--- config.mk ---
export PLATFORM = sky130hd
export DESIGN_NAME = rabbit_frame_writer
export DESIGN_NICKNAME = d
export VERILOG_FILES = /design/src/rtl/rabbit_bus_pkg.sv /design/src/rtl/rabbit_frame_writer_sclk_tick_gen.sv /design/src/rtl/rabbit_frame_writer.sv
export SDC_FILE = /design/constraint.sdc
export NUM_CORES = 1
export LEC_CHECK = 0
export CORE_MARGIN = 2
export CORE_UTILIZATION = 50
export DETAILED_ROUTE_END_ITERATION = 8
export GPL_TIMING_DRIVEN = 0
export HOLD_SLACK_MARGIN = 0.05
export PLACE_DENSITY = 0.78
export SLEW_MARGIN = 20
export SYNTH_ARGS = -nofsm -noshare
export SYNTH_HDL_FRONTEND = slang
export SYNTH_SLANG_ARGS = --single-unit
--- constraint.sdc ---
create_clock -name CLK_SYS -period 2.9 [get_ports CLK_SYS]
set_clock_uncertainty 0.05 [all_clocks]
set_input_delay 0.29 -clock CLK_SYS [delete_from_list [all_inputs] [get_ports CLK_SYS]]
set_output_delay 0.29 -clock CLK_SYS [all_outputs]
set_load 0.03 [all_outputs]
--- src/rtl/rabbit_bus_pkg.sv ---
// Frame layout constants shared by the Rabbit bus writer and reader, plus the
// writer's FSM state encoding.
package rabbit_bus_pkg;

  // SCLK rising edges per frame; the reader wraps its edge counter at this value.
  localparam int RB_FRAME_BITS   = 184;
  // FTW-high field: frame positions 120..151, FTW[31] sent first at position 120.
  localparam int RB_FTW_HIGH_POS = 120;
  localparam int RB_FTW_HIGH_W   = 32;

  typedef enum logic [1:0] {
    RB_IDLE = 2'd0,
    RB_LOW  = 2'd1,
    RB_HIGH = 2'd2,
    RB_GAP  = 2'd3
  } rb_state_e;

endpackage

--- src/rtl/rabbit_frame_writer_sclk_tick_gen.sv ---
// Half-period tick generator for SCLK. Counts CLK_DIV cycles while enabled and
// pulses tick on the last one. The count is held at zero while disabled, so every
// enable starts a full half-period.
module sclk_tick_gen #(
  parameter int CLK_DIV = 4
) (
  input  logic clk,
  input  logic rst_n,
  input  logic en,
  output logic tick
);

  localparam int CW = $clog2(CLK_DIV + 1);
  localparam logic [CW-1:0] CNT_LAST = CW'(CLK_DIV - 1);

  logic [CW-1:0] cnt_q;
  logic [CW-1:0] cnt_d;

  // Next count: advance while enabled, restart after the terminal value or when disabled.
  always_comb begin
    cnt_d = '0;
    tick  = 1'b0;
    if (en) begin
      if (cnt_q == CNT_LAST) begin
        tick = 1'b1;
      end else begin
        cnt_d = cnt_q + 1'b1;
      end
    end
  end

  // Divider count register.
  always_ff @(posedge clk or negedge rst_n) begin
    if (!rst_n) begin
      cnt_q <= '0;
    end else begin
      cnt_q <= cnt_d;
    end
  end

endmodule

--- src/rtl/rabbit_frame_writer.sv ---
// Serialises one DDS programming frame onto the two-wire Rabbit bus.
// frame_data[0] is sent on SCLK rising edge 0. SDIO changes only while SCLK
// falls, so it is stable for CLK_DIV cycles on both sides of every rising edge.
//
// Handshake: a frame is accepted on a rising CLK_SYS edge where frame_valid and
// frame_ready are both high. frame_ready is high only in IDLE. frame_valid is
// ignored at all other times and is never queued. frame_data is sampled only on
// the accepting edge.
module rabbit_frame_writer
  import rabbit_bus_pkg::*;
#(
  parameter int FRAME_BITS = RB_FRAME_BITS,
  parameter int CLK_DIV    = 4,
  parameter int GAP_CYCLES = 8
) (
  input  logic                  CLK_SYS,
  input  logic                  RESET_N,
  input  logic [FRAME_BITS-1:0] frame_data,
  input  logic                  frame_valid,
  output logic                  frame_ready,
  output logic                  busy,
  output logic                  frame_done,
  output logic                  SCLK_PE3,
  output logic                  SDIO_PE5,
  output rb_state_e             state_dbg
);

  localparam int BW = $clog2(FRAME_BITS);
  localparam int GW = (GAP_CYCLES > 1) ? $clog2(GAP_CYCLES) : 1;
  localparam logic [BW-1:0] BIT_LAST = BW'(FRAME_BITS - 1);
  localparam logic [GW-1:0] GAP_LAST = GW'((GAP_CYCLES > 0) ? GAP_CYCLES - 1 : 0);

  rb_state_e             state_q, state_d;
  logic [FRAME_BITS-1:0] shreg_q, shreg_d;
  logic [BW-1:0]         bit_cnt_q, bit_cnt_d;
  logic [GW-1:0]         gap_cnt_q, gap_cnt_d;
  logic                  sclk_q, sclk_d;
  logic                  sdio_q, sdio_d;
  logic                  busy_q, busy_d;
  logic                  ready_q, ready_d;
  logic                  done_q, done_d;
  logic                  tick;
  logic                  tick_en;

  // The divider runs only while SCLK is being generated, so it restarts at zero for every frame.
  assign tick_en = (state_q == RB_LOW) || (state_q == RB_HIGH);

  sclk_tick_gen #(
    .CLK_DIV (CLK_DIV)
  ) u_tick (
    .clk   (CLK_SYS),
    .rst_n (RESET_N),
    .en    (tick_en),
    .tick  (tick)
  );

  // FSM next-state and registered-output logic.
  always_comb begin
    state_d   = state_q;
    shreg_d   = shreg_q;
    bit_cnt_d = bit_cnt_q;
    gap_cnt_d = gap_cnt_q;
    sclk_d    = sclk_q;
    sdio_d    = sdio_q;
    busy_d    = busy_q;
    ready_d   = ready_q;
    done_d    = 1'b0;
    case (state_q)
      RB_IDLE: begin
        if (frame_valid && ready_q) begin
          state_d   = RB_LOW;
          shreg_d   = frame_data;
          bit_cnt_d = '0;
          sclk_d    = 1'b0;
          sdio_d    = frame_data[0];
          busy_d    = 1'b1;
          ready_d   = 1'b0;
        end
      end
      RB_LOW: begin
        if (tick) begin
          state_d = RB_HIGH;
          sclk_d  = 1'b1;
        end
      end
      RB_HIGH: begin
        if (tick) begin
          sclk_d = 1'b0;
          if (bit_cnt_q == BIT_LAST) begin
            // The last falling edge ends the frame. Both data and shifter are cleared.
            sdio_d    = 1'b0;
            shreg_d   = '0;
            bit_cnt_d = '0;
            gap_cnt_d = '0;
            done_d    = 1'b1;
            if (GAP_CYCLES == 0) begin
              state_d = RB_IDLE;
              busy_d  = 1'b0;
              ready_d = 1'b1;
            end else begin
              state_d = RB_GAP;
            end
          end else begin
            // The falling edge presents the next bit.
            state_d   = RB_LOW;
            shreg_d   = shreg_q >> 1;
            sdio_d    = shreg_q[1];
            bit_cnt_d = bit_cnt_q + 1'b1;
          end
        end
      end
      RB_GAP: begin
        if (gap_cnt_q == GAP_LAST) begin
          state_d = RB_IDLE;
          busy_d  = 1'b0;
          ready_d = 1'b1;
        end else begin
          gap_cnt_d = gap_cnt_q + 1'b1;
        end
      end
      default: begin
        state_d = RB_IDLE;
      end
    endcase
  end

  // State and output registers. Reset forces SCLK low at once and drops any frame in flight.
  always_ff @(posedge CLK_SYS or negedge RESET_N) begin
    if (!RESET_N) begin
      state_q   <= RB_IDLE;
      shreg_q   <= '0;
      bit_cnt_q <= '0;
      gap_cnt_q <= '0;
      sclk_q    <= 1'b0;
      sdio_q    <= 1'b0;
      busy_q    <= 1'b0;
      ready_q   <= 1'b1;
      done_q    <= 1'b0;
    end else begin
      state_q   <= state_d;
      shreg_q   <= shreg_d;
      bit_cnt_q <= bit_cnt_d;
      gap_cnt_q <= gap_cnt_d;
      sclk_q    <= sclk_d;
      sdio_q    <= sdio_d;
      busy_q    <= busy_d;
      ready_q   <= ready_d;
      done_q    <= done_d;
    end
  end

  assign frame_ready = ready_q;
  assign busy        = busy_q;
  assign frame_done  = done_q;
  assign SCLK_PE3    = sclk_q;
  assign SDIO_PE5    = sdio_q;
  assign state_dbg   = state_q;

endmodule

==> run_results.csv, run 1 <==
group,metric,value,unit
setup_path,path_class,"register to register",
timing,finalSetupViolCount,0,
floorplanning,ios,194,
flow_run,cap_violations,0,
finish,final_common_cell,"dfrtp_1",
place,placed_cell_area,0.0118,sq mm
logic_synthesis,seq_area_frac_synth,0.539,
setup_path,cpMaxStageDelayCell,"dfrtp_1",
place,hpwlAfterDp,15900,um
logic_synthesis,synth-xor-area-share,0,
place,routabilityCongestion,0.818,
routing,vias,7343,
power_and_ir_drop,power,6530,uW
cts,clock_sinks,204,
logic_synthesis,ys_types,39,
floorplanning,die_area,0.0201,sq mm
setup_path,slowest_delay,0.44,ns
cts,cts.path.max_buffers,3,
setup_path,startpoint_type,"register",
floorplanning,die_h,142,um
cts,insertion_delay,0.50,ns
cts,clockRootBuffer,"clkbuf_16",
finish,drive_gt1_frac,0.0891,
setup_path,arrival,2.91,ns
timing,min_period,2.59,ns
logic_synthesis,synth_ff_type,"dfrtp_1",
grt,overflow,0,
logic_synthesis,synth-compound-area-share,0.219,
finish,final_cell_mix,"dfrtp_1, clkdlybuf4s50_1, nor3b_1, a221o_1, clkbuf_1",
power_and_ir_drop,power.leakage,0.00495,uW
logic_synthesis,synthCells,752,
finish,final_area,0.0125,sq mm
logic_synthesis,synth_seq_cells,204,
routing,wl_per_cell,19.0,um
cts,cts_tree,"built",
grt,grt_pass1_vias,7361,
cts,clk_transition_reported_paths,0.06,ns
logic_synthesis,ys_warn_count,0,
place,placed_cells,1181,
routing,dr.pass1.iters,4,
floorplanning,core.rowCount,50,
routing,drt-total-wl,23200,um
grt,antenna_found_initial,0,
logic_synthesis,synth.avg_cell_area,12.6,sq um
cts,htreeDepth,1,
finish,n_antenna_cell,0,
finish,nNetsFinal,1169,
setup_path,end_kind,"register",
timing,grt_setup_unrepaired,"false",
floorplanning,die_w,142,um
finish,finalNonFillerCells,1222,
setup_path,worstPathMaxFanout,10,
logic_synthesis,yosys.area.top_type,"dfrtp_1",
logic_synthesis,yosysTopAreaCellShare,0.536,
timing,setup_tns,0,ns
outcome,status,"completed",
logic_synthesis,syn_nets,949,
finish,fillers,1424,
place,port_buffers,193,
grt,grt_pass1_wl,37800,um
cts,cts_setup_buffers,0,
finish,multiInputGateArea,0.00387,sq mm
routing,routed_via_density,6.01,
logic_synthesis,synth_top_family_by_area,"compound AO/OA/AOI/OAI gates",
timing,hold_violations,0,
hold_path,hold_class,"primary input to asynchronous set/reset pin",
logic_synthesis,syn-cell-area,0.00947,sq mm
logic_synthesis,synth_mux_area_frac,0.00225,
grt,grt_usage,0.231,
floorplanning,core-area,0.0186,sq mm
finish,final_util,0.673,
power_and_ir_drop,pwr_density_cell,520,mW/mm^2
timing,slew_headroom,0.641,
setup_path,crit_family,"buffers and inverters",
power_and_ir_drop,peakVddDrop,631,uV
setup_path,cpMostUsedCell,"buf_2",
setup_path,worst-path-buf-inv,4,
setup_path,required,3.22,ns
logic_synthesis,synthAdderAreaFrac,0.0132,
floorplanning,start_util,0.508,
logic_synthesis,synthArstFlopShare,1.00,
grt,grt_max_degree,88,
finish,area_delta_synth_final,32.5,%
routing,drtAntennaViolNets,0,
timing,drv_slew,0,
setup_path,path_cells,"inv_1 > ha_1 > buf_2 > nand2b_1 > a21o_1 > buf_2 > buf_2 > nor3b_1 > a221o_1",
cts,cts-buffers-inserted,22,
timing,timing.final.crit_share,0.893,
logic_synthesis,synth_area_leaders,"dfrtp_1, a221o_1, nor3b_1, buf_6, ha_1",
logic_synthesis,synth_edf_count,0,
logic_synthesis,synth_simple_gate_area_frac,0.174,
timing,max_freq,386,MHz
routing,initialDrtViolationCount,531,
finish,ff_latch_area,0.00511,sq mm
routing,drcViolationCount,0,
timing,tightestPinTransition,0.538,ns
[registers in the layout (all words and copies together) (netlist names)]
| register | cells |
|---|---|
| bit_cnt_q | 8 |
| u_tick.cnt_q | 3 |
| frame_ready | 1 |
| busy | 1 |
| frame_done | 1 |
| state_dbg | 2 |
| gap_cnt_q | 3 |
| SCLK_PE3 | 1 |
| shreg_q | 184 |
[worst reg2reg max path, delay by kind of cell, from the launching register on]
kind,cells,cell delay [ns]
adder cells (fa/ha/maj),1,0.20
buffers and inverters,4,1.01
AO/OA/AOI/OAI,2,0.51
AND/OR/NAND/NOR,2,0.27
flip-flops,1,0.44
[cells in the mapped netlist, types with 3 or more instances]
cell,count
dfrtp_1,203
clkbuf_1,33
nand3b_1,5
nand3_1,5
inv_1,5
nor2_1,3
a31oi_1,8
nand2_1,6
nor3b_1,184
a221o_1,184
o21ai_0,10
a21oi_1,5
buf_1,11
buf_2,22
nor2b_1,5
buf_6,18
and2_1,4
ha_1,10
and3_1,6
[cell type report]
cell class / instances / share of cell area
Clock buffer: 29 / 0.0493
Sequential cell: 204 / 0.407
Inverter: 5 / 0.00150
Clock inverter: 11 / 0.0132
Buffer: 84 / 0.0383
Timing Repair Buffer: 196 / 0.160
Multi-Input combinational cell: 459 / 0.308
Tap cell: 234 / 0.0233
[where the power goes]
group          switching, uW  leakage [uW]  internal, uW
registers               80.2       0.00241          2980
clock network           1120      0.000383          1860
logic                    125       0.00215           366
[cell families after synthesis]
logic type      after synthesis
compound gates              218
fa+ha+maj                    10
buf+inv                      89
flops                       204
mux                           2
simple gates                229
[final timing paths]
path	depth (start not counted)	endpoint	startpoint	slack, ns
setup / recovery	9	shreg_q[86]	state_dbg[0]	0.31
hold / removal	2	shreg_q[154]	RESET_N	0.24
setup reg to reg	9	shreg_q[86]	state_dbg[0]	0.31
hold reg to reg	1	u_tick.cnt_q[0]	u_tick.cnt_q[0]	0.39
max in group asynchronous	4	frame_ready	RESET_N	1.44
min in group CLK_SYS	3	shreg_q[183]	frame_data[183]	0.36
[metrics by stage]
step	hold WS [ns]	worst slack, ns
CTS	0.247	0.119
global placement	0.373	-6.70
detailed placement	0.177	0.173
floorplan	-0.0556	0.595
global route	0.281	0.124
finish	0.238	0.311
[layer usage]
layer | global-route usage | share of wire
met1 | 0.335 | 0.46
met2 | 0.366 | 0.47
met3 | 0.0486 | 0.059
met4 | 0.0437 | 0.014
met5 | 0 | 0
[what timing repair did]
item / CTS / global route
endpoints found under the hold margin: 55 / 0
endpoints found under the setup margin: 0 / 11
resized for setup: 0 / 4
hold buffers: 1 / 0
No activity file was read; power rests on OpenSTA's default activity.
==> run 2, diff against run 1 <==
==> constraint.sdc (replaced) <==
create_clock -name CLK_SYS -period 2.54 [get_ports CLK_SYS]
set_clock_uncertainty 0.05 [all_clocks]
set_input_delay 0.254 -clock CLK_SYS [delete_from_list [all_inputs] [get_ports CLK_SYS]]
set_output_delay 0.254 -clock CLK_SYS [all_outputs]
set_load 0.03 [all_outputs]
==> run 2 against run 1 <==
Compared with the run above: cell count about the same; die area unchanged; clock power up 14%; utilization up 0.47 points; critical path depth down 1; critical path type unchanged; largest power group unchanged.
==> run_results.csv, run 2 (same netlist as run 1, synthesis figures left out) <==
group,metric,value,unit
outcome,status,"completed",
routing,wl_per_cell,19.0,um
power_and_ir_drop,pwr_density_cell,590,mW/mm^2
floorplanning,core-area,0.0186,sq mm
timing,finalWorstSetupSlack,0.0982,ns
routing,drt-total-wl,23300,um
finish,n_antenna_cell,0,
routing,vias,7395,
power_and_ir_drop,peakVddDrop,723,uV
cts,cts.path.max_buffers,3,
timing,slew_headroom,0.687,
floorplanning,ios,194,
setup_path,cpMaxStageDelayCell,"dfrtp_2",
finish,final_util,0.678,
cts,clk_transition_reported_paths,0.06,ns
grt,antenna_found_initial,0,
floorplanning,start_util,0.508,
timing,max_freq,410,MHz
finish,area_delta_synth_final,33.5,%
timing,finalSetupViolCount,0,
grt,grt_usage,0.231,
flow_run,cap_violations,0,
place,pre_cts_ws,-0.187,ns
finish,top_register,"shreg_q",
setup_path,reg2reg_depth,8,
finish,final_cell_mix,"dfrtp_1, clkdlybuf4s50_1, a221o_1",
cts,htreeDepth,1,
setup_path,arrival,2.76,ns
finish,finalNonFillerCells,1223,
place,placed_cells,1181,
finish,final_area,0.0126,sq mm
floorplanning,die_w,142,um
floorplanning,die_area,0.0201,sq mm
finish,top_regs,"shreg_q (184), bit_cnt_q (8)",
hold_path,hold_class,"primary input to asynchronous set/reset pin",
timing,tightestPinTransition,0.465,ns
floorplanning,die_h,142,um
setup_path,crit_cells,8,
grt,grt_max_degree,88,
place,port_buffers,193,
grt,grt_pass1_vias,7357,
finish,drive_gt1_frac,0.117,
routing,dr.pass1.iters,4,
timing,drv_slew,0,
setup_path,worstPathMaxFanout,10,
setup_path,worst-path-buf-inv,4,
place,routabilityCongestion,0.818,
finish,largest_reg_flops,184,
timing,grt_setup_unrepaired,"true",
cts,clock_sinks,204,
cts,clockRootBuffer,"clkbuf_16",
routing,drtAntennaViolNets,0,
finish,ff_latch_area,0.00511,sq mm
routing,routed_via_density,6.05,
timing,setup_tns,0,ns
setup_path,required,2.86,ns
setup_path,end_kind,"register",
timing,hold_violations,0,
cts,insertion_delay,0.50,ns
place,placed_cell_area,0.0118,sq mm
routing,drcViolationCount,0,
setup_path,path_cells,"inv_1 > ha_1 > clkbuf_4 > nand2b_1 > a21o_1 > buf_4 > buf_1 > a221o_1",
routing,initialDrtViolationCount,516,
grt,grt_pass1_wl,37700,um
cts,cts_tree,"built",
finish,nNetsFinal,1170,
setup_path,slowest_delay,0.41,ns
setup_path,path_class,"register to register",
finish,fillers,1413,
power_and_ir_drop,power.leakage,0.00503,uW
setup_path,crit_family,"buffers and inverters",
finish,multiInputGateArea,0.00387,sq mm
floorplanning,core.rowCount,50,
finish,final_common_cell,"dfrtp_1",
timing,min_period,2.44,ns
timing,timing.final.crit_share,0.961,
place,hpwlAfterDp,15900,um
cts,cts-buffers-inserted,22,
grt,overflow,0,
setup_path,startpoint_type,"register",
[run 2: area by class of cell]
| class | count | area share |
|---|---|---|
| tap | 234 | 0.0232 |
| inverter | 5 | 0.00149 |
| clock inverter | 11 | 0.0131 |
| sequential | 204 | 0.404 |
| multi-input combinational | 459 | 0.306 |
| timing repair buffer | 197 | 0.159 |
| clock buffer | 29 | 0.0489 |
| buffer | 84 | 0.0438 |
[run 2: where the power goes]
| group | internal, uW | switching (uW) |
|---|---|---|
| combinational | 419 | 143 |
| sequential | 3400 | 90.9 |
| clock | 2130 | 1280 |
| total | 5950 | 1510 |
[run 2: path summary, 6_finish.rpt]
kind	startpoint	end	slack, ns
worst min-delay path	RESET_N	shreg_q[154]	0.20
min in group CLK_SYS	frame_data[183]	shreg_q[183]	0.32
worst max-delay path	state_dbg[0]	shreg_q[125]	0.1
worst min register to register	u_tick.cnt_q[0]	u_tick.cnt_q[0]	0.39
max in group asynchronous	RESET_N	frame_ready	1.11
worst max register to register	state_dbg[0]	shreg_q[125]	0.1
[run 2: repair_timing]
action                     in CTS  in global routing
hold endpoints to repair       96                  0
setup buffers                   0                  1
pin swaps                       0                  0
hold buffers                    1                  0
resized for setup              17                 47
setup endpoints to repair     178                196
[run 2: per-stage QoR]
step	hold WS [ns]	power [uW]
after global placement	0.373	4090
after global routing	0.245	7720
after detailed placement	0.141	4110
after floorplan	-0.0916	3700
after CTS	0.211	7530
final	0.202	7460
[run 2: metal layers]
metal | vias up | wire, um | GRT usage
li1 | 3484 | - | -
met1 | 3681 | 10700 | 0.334
met2 | 206 | 10700 | 0.366
met3 | 24 | 1530 | 0.0486
met4 | 0 | 308 | 0.0437
met5 | - | 0 | 0
==> run 3, diff against run 2 <==
--- a/config.mk
+++ b/config.mk
@@ -6,11 +6,10 @@
 export NUM_CORES = 1
 export LEC_CHECK = 0
 export CORE_MARGIN = 2
-export CORE_UTILIZATION = 50
+export CORE_UTILIZATION = 40
 export DETAILED_ROUTE_END_ITERATION = 8
 export GPL_TIMING_DRIVEN = 0
 export HOLD_SLACK_MARGIN = 0.05
-export PLACE_DENSITY = 0.78
 export SLEW_MARGIN = 20
 export SYNTH_ARGS = -nofsm -noshare
 export SYNTH_HDL_FRONTEND = slang
==> run 3 against run 2 <==
Compared with the run above: via count decreased by 1.7%; sequential share of layout area decreased by 0.51 points; first-iteration DRC count decreased by 0.19%; non-clock buffer count increased by 1.
==> run_results.csv, run 3 (same netlist as run 1, synthesis figures left out) <==
group,metric,value,unit
routing,drt-total-wl,23900,um
timing,setup_tns,0,ns
power_and_ir_drop,power.leakage,0.00505,uW
grt,grt_pass1_wl,37700,um
finish,final_cell_mix,"dfrtp_1, clkdlybuf4s50_1, a221o_1",
finish,final_common_cell,"dfrtp_1",
timing,drv_slew,0,
timing,hold_violations,0,
finish,nNetsFinal,1172,
outcome,status,"completed",
routing,drcViolationCount,0,
setup_path,arrival,2.72,ns
timing,hold_ws,0.108,ns
setup_path,worstPathMaxFanout,10,
setup_path,end_kind,"register",
setup_path,path_cells,"inv_1 > ha_1 > nand4b_1 > a21o_1 > buf_2 > clkbuf_2 > a221o_1",
place,placed_cell_area,0.0119,sq mm
power_and_ir_drop,peakVddDrop,461,uV
cts,cts_tree,"built",
setup_path,crit_family,"compound AO/OA/AOI/OAI gates",
finish,final_area,0.0128,sq mm
power_and_ir_drop,power,7580,uW
grt,grt_pass1_vias,7178,
finish,largest_reg_flops,184,
cts,clock_sinks,204,
cts,cts-buffers-inserted,23,
setup_path,r2r-end,"shreg_q[25]",
cts,htreeDepth,1,
power_and_ir_drop,p_int,6060,uW
place,pre_cts_ws,-0.145,ns
cts,clk_transition_reported_paths,0.06,ns
timing,finalSetupViolCount,0,
cts,clockRootBuffer,"clkbuf_16",
routing,wl_per_cell,18.2,um
power_and_ir_drop,pwr-share-seq,0.460,
flow_run,cap_violations,0,
grt,grt_usage,0.188,
finish,top_regs,"shreg_q (184), bit_cnt_q (8)",
setup_path,cpMaxStageDelayCell,"dfrtp_2",
floorplanning,ios,194,
timing,slew_headroom,0.652,
setup_path,reg2reg_depth,7,
power_and_ir_drop,swShare,0.202,
timing,min_period,2.39,ns
setup_path,startpoint_type,"register",
floorplanning,core-area,0.0233,sq mm
timing,max_freq,418,MHz
timing,timing.final.crit_share,0.942,
finish,n_antenna_cell,0,
cts,cts.path.max_buffers,3,
timing,finalWorstSetupSlack,0.148,ns
floorplanning,start_util,0.406,
power_and_ir_drop,p_clk_frac,0.466,
floorplanning,die_w,158,um
power_and_ir_drop,combPwrFrac,0.074,
finish,top_register,"shreg_q",
setup_path,slowest_delay,0.42,ns
floorplanning,die_h,158,um
timing,tightestPinTransition,0.521,ns
routing,drtAntennaViolNets,0,
floorplanning,core.rowCount,56,
place,port_buffers,193,
place,routabilityCongestion,0.752,
place,hpwlAfterDp,16300,um
setup_path,reg2reg_from,"state_dbg[0]",
routing,routed_via_density,5.55,
setup_path,setup.worst_path.start,"state_dbg[0]",
finish,area_delta_synth_final,35.2,%
hold_path,hold_class,"primary input to asynchronous set/reset pin",
grt,antenna_found_initial,1,
cts,insertion_delay,0.50,ns
power_and_ir_drop,p_sw,1530,uW
finish,drive_gt1_frac,0.126,
routing,dr.pass1.iters,5,
setup_path,rrSetupSlack,0.15,ns
routing,vias,7266,
routing,initialDrtViolationCount,515,
grt,grt_max_degree,99,
setup_path,path_class,"register to register",
setup_path,required,2.86,ns
grt,overflow,0,
floorplanning,die_area,0.0249,sq mm
power_and_ir_drop,pwr_density_cell,593,mW/mm^2
setup_path,worst-path-buf-inv,3,
==> run 3: worst max path at each step <==
stage | endpoint | slack (ns) | cells past startpoint
CTS | shreg_q[179] | 0.005 | 8
detailed placement | shreg_q[178] | -0.15 | 8
finish | shreg_q[25] | 0.15 | 7
global route | shreg_q[49] | -0.01 | 7
floorplan | shreg_q[170] | 0.24 | 8
global placement | shreg_q[81] | -7.46 | 1
==> run 3: power groups by stage <==
stage | Sequential, uW | Clock, uW | Combinational (uW)
6_report | 3490 | 3530 | 562
3_3_place_gp | 3550 | 0 | 554
2_1_floorplan | 3520 | 0 | 184
4_1_cts | 3490 | 3620 | 572
5_1_grt | 3500 | 3740 | 610
3_5_place_dp | 3540 | 0 | 567
==> run 3: repair_timing <==
action / 4_1_cts / 5_1_grt
setup endpoints to repair: 156 / 196
hold buffers: 1 / 0
gates resized for setup: 4 / 66
gates cloned: 0 / 0
hold endpoints to repair: 203 / 0
buffers inserted: 0 / 2
==> run 3: area by class of cell <==
type / count / area [sq um]
Buffer: 84 / 534
Sequential cell: 204 / 5110
Clock inverter: 9 / 145
Fill cell: 2066 / 10500
Clock buffer: 32 / 669
Multi-Input combinational cell: 459 / 3910
Inverter: 5 / 18.8
Timing Repair Buffer: 198 / 2020
Tap cell: 319 / 399
==> run 3: stage by stage <==
step / cells / util
finish: 1310 / 0.549
detailed placement: 1266 / 0.508
floorplan: 752 / -
global route: 1310 / 0.549
CTS: 1308 / 0.544
global placement: 1264 / 0.506
==> run 3: routing by layer <==
layer | GRT usage | share of wire
met5 | 0 | 0.00054
met4 | 0.0342 | 0.013
met3 | 0.0487 | 0.071
met2 | 0.278 | 0.42
met1 | 0.280 | 0.50
